--- src/rtl/neuron_mac.sv ---
// neuron_mac: signed multiply-accumulate for one neuron.
// Three stages: product, saturating accumulate, then bias, rescale and ReLU clamp.
// sel marks the first term of a group and en marks the last one.
module neuron_mac #(
    parameter int DATA_W     = 8,
    parameter int WEIGHT_W   = 8,
    parameter int ACC_W      = 20,
    parameter int OUT_W      = 8,
    parameter int FRAC_SHIFT = 4
) (
    input  logic                       clk,
    input  logic                       rst,
    input  logic                       sel,
    input  logic                       en,
    input  logic signed [DATA_W-1:0]   in_data,
    input  logic signed [WEIGHT_W-1:0] in_weight,
    input  logic signed [ACC_W-1:0]    bias,
    output logic [OUT_W-1:0]           out_data,
    output logic                       out_valid,
    output logic                       out_ovf
);

    localparam int PROD_W = DATA_W + WEIGHT_W;

    logic signed [PROD_W-1:0] prod;
    logic                     sel_d1;
    logic                     en_d1;
    logic                     en_d2;
    logic signed [ACC_W-1:0]  acc;
    logic                     ovf;

    logic signed [ACC_W:0]    acc_sum;
    logic                     acc_clip;
    logic signed [ACC_W-1:0]  acc_next;
    logic signed [ACC_W:0]    bias_sum;
    logic signed [ACC_W:0]    scaled;
    logic [OUT_W-1:0]         act;

    // Stage 1: register the product and delay the framing strobes.
    always_ff @(posedge clk) begin
        if (rst) begin
            prod   <= '0;
            sel_d1 <= 1'b0;
            en_d1  <= 1'b0;
        end else begin
            prod   <= PROD_W'(in_data) * PROD_W'(in_weight);
            sel_d1 <= sel;
            en_d1  <= en;
        end
    end

    // Saturating add, one guard bit wide; sign and guard bits disagree only on overflow.
    always_comb begin
        acc_sum  = (ACC_W + 1)'(acc) + (ACC_W + 1)'(prod);
        acc_clip = acc_sum[ACC_W] ^ acc_sum[ACC_W-1];
        acc_next = acc_sum[ACC_W-1:0];
        if (acc_clip) begin
            acc_next = acc_sum[ACC_W] ? {1'b1, {(ACC_W - 1){1'b0}}}
                                      : {1'b0, {(ACC_W - 1){1'b1}}};
        end
    end

    // Stage 2: load on the first term of a group, otherwise accumulate with a sticky clip flag.
    always_ff @(posedge clk) begin
        if (rst) begin
            acc   <= '0;
            ovf   <= 1'b0;
            en_d2 <= 1'b0;
        end else begin
            en_d2 <= en_d1;
            if (sel_d1) begin
                acc <= ACC_W'(prod);
                ovf <= 1'b0;
            end else begin
                acc <= acc_next;
                if (acc_clip) begin
                    ovf <= 1'b1;
                end
            end
        end
    end

    // Bias, arithmetic rescale, then ReLU with clamp to the unsigned output range.
    always_comb begin
        bias_sum = (ACC_W + 1)'(acc) + (ACC_W + 1)'(bias);
        scaled   = bias_sum >>> FRAC_SHIFT;
        act      = scaled[OUT_W-1:0];
        if (scaled[ACC_W]) begin
            act = '0;
        end else if (|scaled[ACC_W-1:OUT_W]) begin
            act = '1;
        end
    end

    // Stage 3: publish the result; acc still holds this group's sum even if sel already arrived.
    always_ff @(posedge clk) begin
        if (rst) begin
            out_data  <= '0;
            out_valid <= 1'b0;
            out_ovf   <= 1'b0;
        end else begin
            out_valid <= en_d2;
            if (en_d2) begin
                out_data <= act;
                out_ovf  <= ovf;
            end
        end
    end

endmodule

--- config.mk ---
export PLATFORM = sky130hd
export DESIGN_NAME = neuron_mac
export DESIGN_NICKNAME = d
export VERILOG_FILES = /design/src/rtl/neuron_mac.sv
export SDC_FILE = /design/constraint.sdc
export NUM_CORES = 1
export LEC_CHECK = 0
export ABC_AREA = 1
export CAP_MARGIN = 20
export CELL_PAD_IN_SITES_DETAIL_PLACEMENT = 1
export CELL_PAD_IN_SITES_GLOBAL_PLACEMENT = 1
export CORE_MARGIN = 2
export CORE_UTILIZATION = 45
export CTS_CLUSTER_SIZE = 16
export DETAILED_ROUTE_END_ITERATION = 12
export PLACE_DENSITY = 0.82
export SLEW_MARGIN = 30
export SYNTH_ARGS = -nofsm -noshare
export SYNTH_HDL_FRONTEND = slang
export SYNTH_SLANG_ARGS = --single-unit
--- constraint.sdc ---
create_clock -name clk -period 8.3 [get_ports clk]
set_input_delay 1.245 -clock clk [delete_from_list [all_inputs] [get_ports clk]]
set_output_delay 1.245 -clock clk [all_outputs]
set_load 0.05 [all_outputs]
Word level (Yosys, flattened, before mapping)
Cells that the tools add are included.
- register bits: 50
- output and inout bits: 10
- word-level logic and storage cells: 20
- $add $sub $neg: 2
- multipliers: 1
- mux-type cells: 5
- bitwise gates (word level): 1
- reduce and logical (&&, ||, !) cells: 2
- operators by type and width (cell ; number):
    $mux 20 ; 3
    $add 20x16->21 ; 1
    $add 20x20->21 ; 1
    $mul 8x8->16 ; 1
    $mux 8 ; 2
    $reduce_or 9->1 ; 1
    $reduce_or 2->1 ; 1
    $xor 1x1->1 ; 1

Longest topological paths before layout
- depth in word-level cells: 4
- gate-level depth with buffers: 25

Least setup slack after synthesis
No wires, ideal clock.
- path kind: input-to-reg
- from: in in_data[0]
- to: reg prod[14]
- data arrival time: 5.167 ns
- required time: 8.184 ns
- path slack: 3.018 ns
- cell stages on the path: 22
- buffers on the path: 1
- cell sequence: clkbuf_1 or2_2 fa_1 fa_1 inv_1 fa_1 inv_1 fa_1 inv_1 ha_1 a21oi_1 nand2_1 nand2_1 nand2_1 a21oi_1 o21ai_0 nand2_1 nand2_1 a21oi_1 inv_1 nor2_1 nor2_1
- cells in the longest elaborated chain, start to end: 1
- RTL lines (what ; line ; source):
    start, declared ; 15 ; input logic signed [DATA_W-1:0] in_data,
    $mul 8x8->16 ; 46 ; prod <= PROD_W'(in_data) * PROD_W'(in_weight);
    end signal, assigned ; 46 ;
    end, declared ; 25 ; logic signed [PROD_W-1:0] prod;
No other way between the ends.
A chain may end at the register's enable or synchronous reset.

Final worst setup path
- from: in in_weight[7]
- to: reg prod[14]
- cells in the longest elaborated chain, start to end: 1
- RTL lines (what ; line ; source):
    start, declared ; 16 ; input logic signed [WEIGHT_W-1:0] in_weight,
    $mul 8x8->16 ; 46 ;
No other way between the ends.

==> results.yml <==
sta:
  period_minus_slack_ps: 5884
  fmax_ghz: 0.1700
  fin_crit_sh_pct: 70.89
  final-setup-viol-count: 0
  grt_setup_unrepaired: "false"
  slew_headroom_pct: 38.10
  worst_pin_slew_ps: 925.5
  hold_viol_final: 0
  timing.final.ws_setup_ps: 2416
  finalSetupTns_ps: 0
  skew_ps: 6.838
  report.final.slew_viol_count: 0
route:
  ant_nets: 0
  routedWlPerCell_um: 15.87
  drtPass1Iterations: 5
  vias: 6302
  drc: 0
  drtIter0Drc: 310
  viasPerCell: 5.243
  route.met3.wl_um: 606
  wl_um: 19070
  top_layer: "met4"
  met1_length_um: 9290
  dr_wl_met2_um: 9004
die:
  die_area_um2: 15600
  core-area_um2: 14420
  die_y_um: 124.9
  initial_core_util_pct: 45.60
  rows: 44
  dieWidth_um: 124.9
  io_pins: 50
pwr:
  seqPwrFrac_pct: 17.1
  irDropWorstVdd_mv: 0.2089
  p_clk_share_pct: 10.6
  p_leak_uw: 0.004015
  switching_share_pct: 53.73
  switching_power_uw: 1229
  power_uw: 2287
  p_int_uw: 1058
  power_density_nw_per_um2: 310.3
  combPwrFrac_pct: 72.3
clock_network:
  clock_path_buffers: 2
  clock-root-buffer: "clkbuf_16"
  cts_made_buffers: 5
  ctsResizeCount: 0
  post_cts_buffers: 0
  path_clk_slew_ps: 70
  worst_skew_pair.late_latency_ps: 300
  holdBufCountCts: 0
  cts_tree: "built"
  cts_num_sinks: 50
  ctsHtreeMaxLevel: 2
critical_path:
  arrival_ps: 6080
  cp_slowest_cell: "fa_1"
  cpLargestDelayFamily: "adder cells"
  cp_data_required_time_ps: 8500
  crit_fanout: 8
  path_buf_inv: 6
  max_stage_delay_ps: 540
  startpoint_type: "primary input"
  worstPathCellList: "clkdlybuf4s50_1 -> inv_1 -> or2_2 -> fa_1 -> fa_1 -> inv_1 -> fa_1 -> inv_1 -> fa_1 -> inv_1 -> ha_1 -> a21oi_1 -> nand2_1 -> nand2_1 -> nand2_1 -> a21oi_1 -> o21ai_0 -> nand2_1 -> nand2_1 -> a21oi_1 -> inv_1 -> nor2_1 -> nor2_1"
  crit_type: "primary input to flip-flop"
  critPathCaptureType: "flip-flop"
grt:
  grt_pass1_wl_um: 32380
  grt_pass1_vias: 6676
  grt.total_usage_pct: 25.27
  grt_max_degree: 27
  grt_overflow_total: 0
  antenna_found_initial: 0
synth:
  synthTopCellsByArea: "fa_1 (17%), dfxtp_1 (15%), nand2_1 (15%)"
  netlist_area_um2: 6578
  synth.top_cells.by_count: "nand2_1 (257), inv_1 (206), a21oi_1 (75)"
  synthCells: 984
  synth_nets: 1148
  ys.flop_type: "dfxtp_1"
  yosysWarnings: 0
  synth.most_common_cell: "nand2_1"
  synth-async-reset-ratio_pct: 0
  syn_avg_cell_area_um2: 6.685
  synth_seq_cells: 50
  synth.largest_area_cell: "fa_1"
  yosysSeqAreaShare_pct: 15.22
  synth_top_area_share_pct: 17.04
  synth_edf_count: 0
  synth_cell_types: 35
cells_and_area:
  drive_above_1_share_pct: 2.161
  antennaDiodeCount: 0
  finish.utilization_pct: 51.08
  final_nets: 1181
  fillers: 1921
  area_growth_pct: 12.02
flow_run:
  drv_cap: 0
status:
  status: "finished, final reports clean"
worst_hold_path:
  hold_class: "flip-flop to flip-flop"
place:
  gp_congestion: 0.8867
  dp_hpwl_um: 16030
  dp_slack_ps: 2136
  portBuffers: 49
routing by layer:
layer | up-vias | track usage [%]
li1 | 3116 | -
met2 | 85 | 43.59
met3 | 15 | 2.706
met1 | 3086 | 35.30
met5 | - | 0
met4 | 0 | 3.529
worst min-delay path: stages, from the launching register on:
cell     delay, ps
dfxtp_1        300
inv_1           40
nor2_1          30
state kept, by name, summed over array words and instances, names as in the netlist:
signal and flops:
out_data 8, en_d1 1, acc 20, out_valid 1
ovf 1, prod 16, out_ovf 1, sel_d1 1
en_d2 1
power by group through the flow:
stage          Clock [µW]  Sequential [µW]  Combinational (µW)
2_1_floorplan           0              372                1240
5_1_grt               255              396                1880
3_3_place_gp            0              391                1570
3_5_place_dp            0              392                1630
6_report              242              390                1650
4_1_cts               246              388                1650
per-stage QoR:
step	instance area, µm²	instances	hold slack [ps]
floorplan	6578	984	388.3
CTS	7368	1202	414.4
finish	7368	1202	411.2
global placement	7199	1194	390.0
detailed placement	7199	1194	403.4
global route	7368	1202	437.3
placed cells by master, fill, tap and decap left out, types with 5 or more instances in the layout:
cell / instances
nand2_1: 257
inv_1: 206
a21oi_1: 75
nor2_1: 74
ha_1: 68
fa_1: 56
dfxtp_1: 50
clkdlybuf4s50_1: 49
o21ai_0: 40
nand3_1: 36
nand4_1: 20
xnor2_1: 19
xor2_1: 12
nor3_1: 7
o21bai_1: 6
nor2_2: 5
clkbuf_16: 5
cell families after synthesis:
logic type,share of synthesized area [%]
xor gates and xnor gates,4.375
buffers and inverters,13.37
and+or+nand+nor,25.97
DFF,15.22
adders and majority gates,29.98
AOI/OAI and AO/OA,11.09
worst paths after layout:
path / start / slack [ps] / to / depth (start not counted)
setup / recovery: in_weight[7] / 2420 / prod[14] / 23
hold / removal: en_d1 / 410 / en_d2 / 2
hold reg to reg: en_d1 / 410 / en_d2 / 2
setup reg to reg: acc[0] / 5250 / acc[17] / 13
area by class of cell:
type / count / area (µm²) / share of cell area [%]
Timing Repair Buffer: 50 / 498.0 / 6.758
Sequential cell: 50 / 1001 / 13.58
Clock buffer: 5 / 125.1 / 1.698
Clock inverter: 3 / 43.79 / 0.5943
Inverter: 206 / 773.2 / 10.49
Multi-Input combinational cell: 704 / 4697 / 63.75
Tap cell: 184 / 230.2 / 3.124
Power figures use the tool's default switching activity.
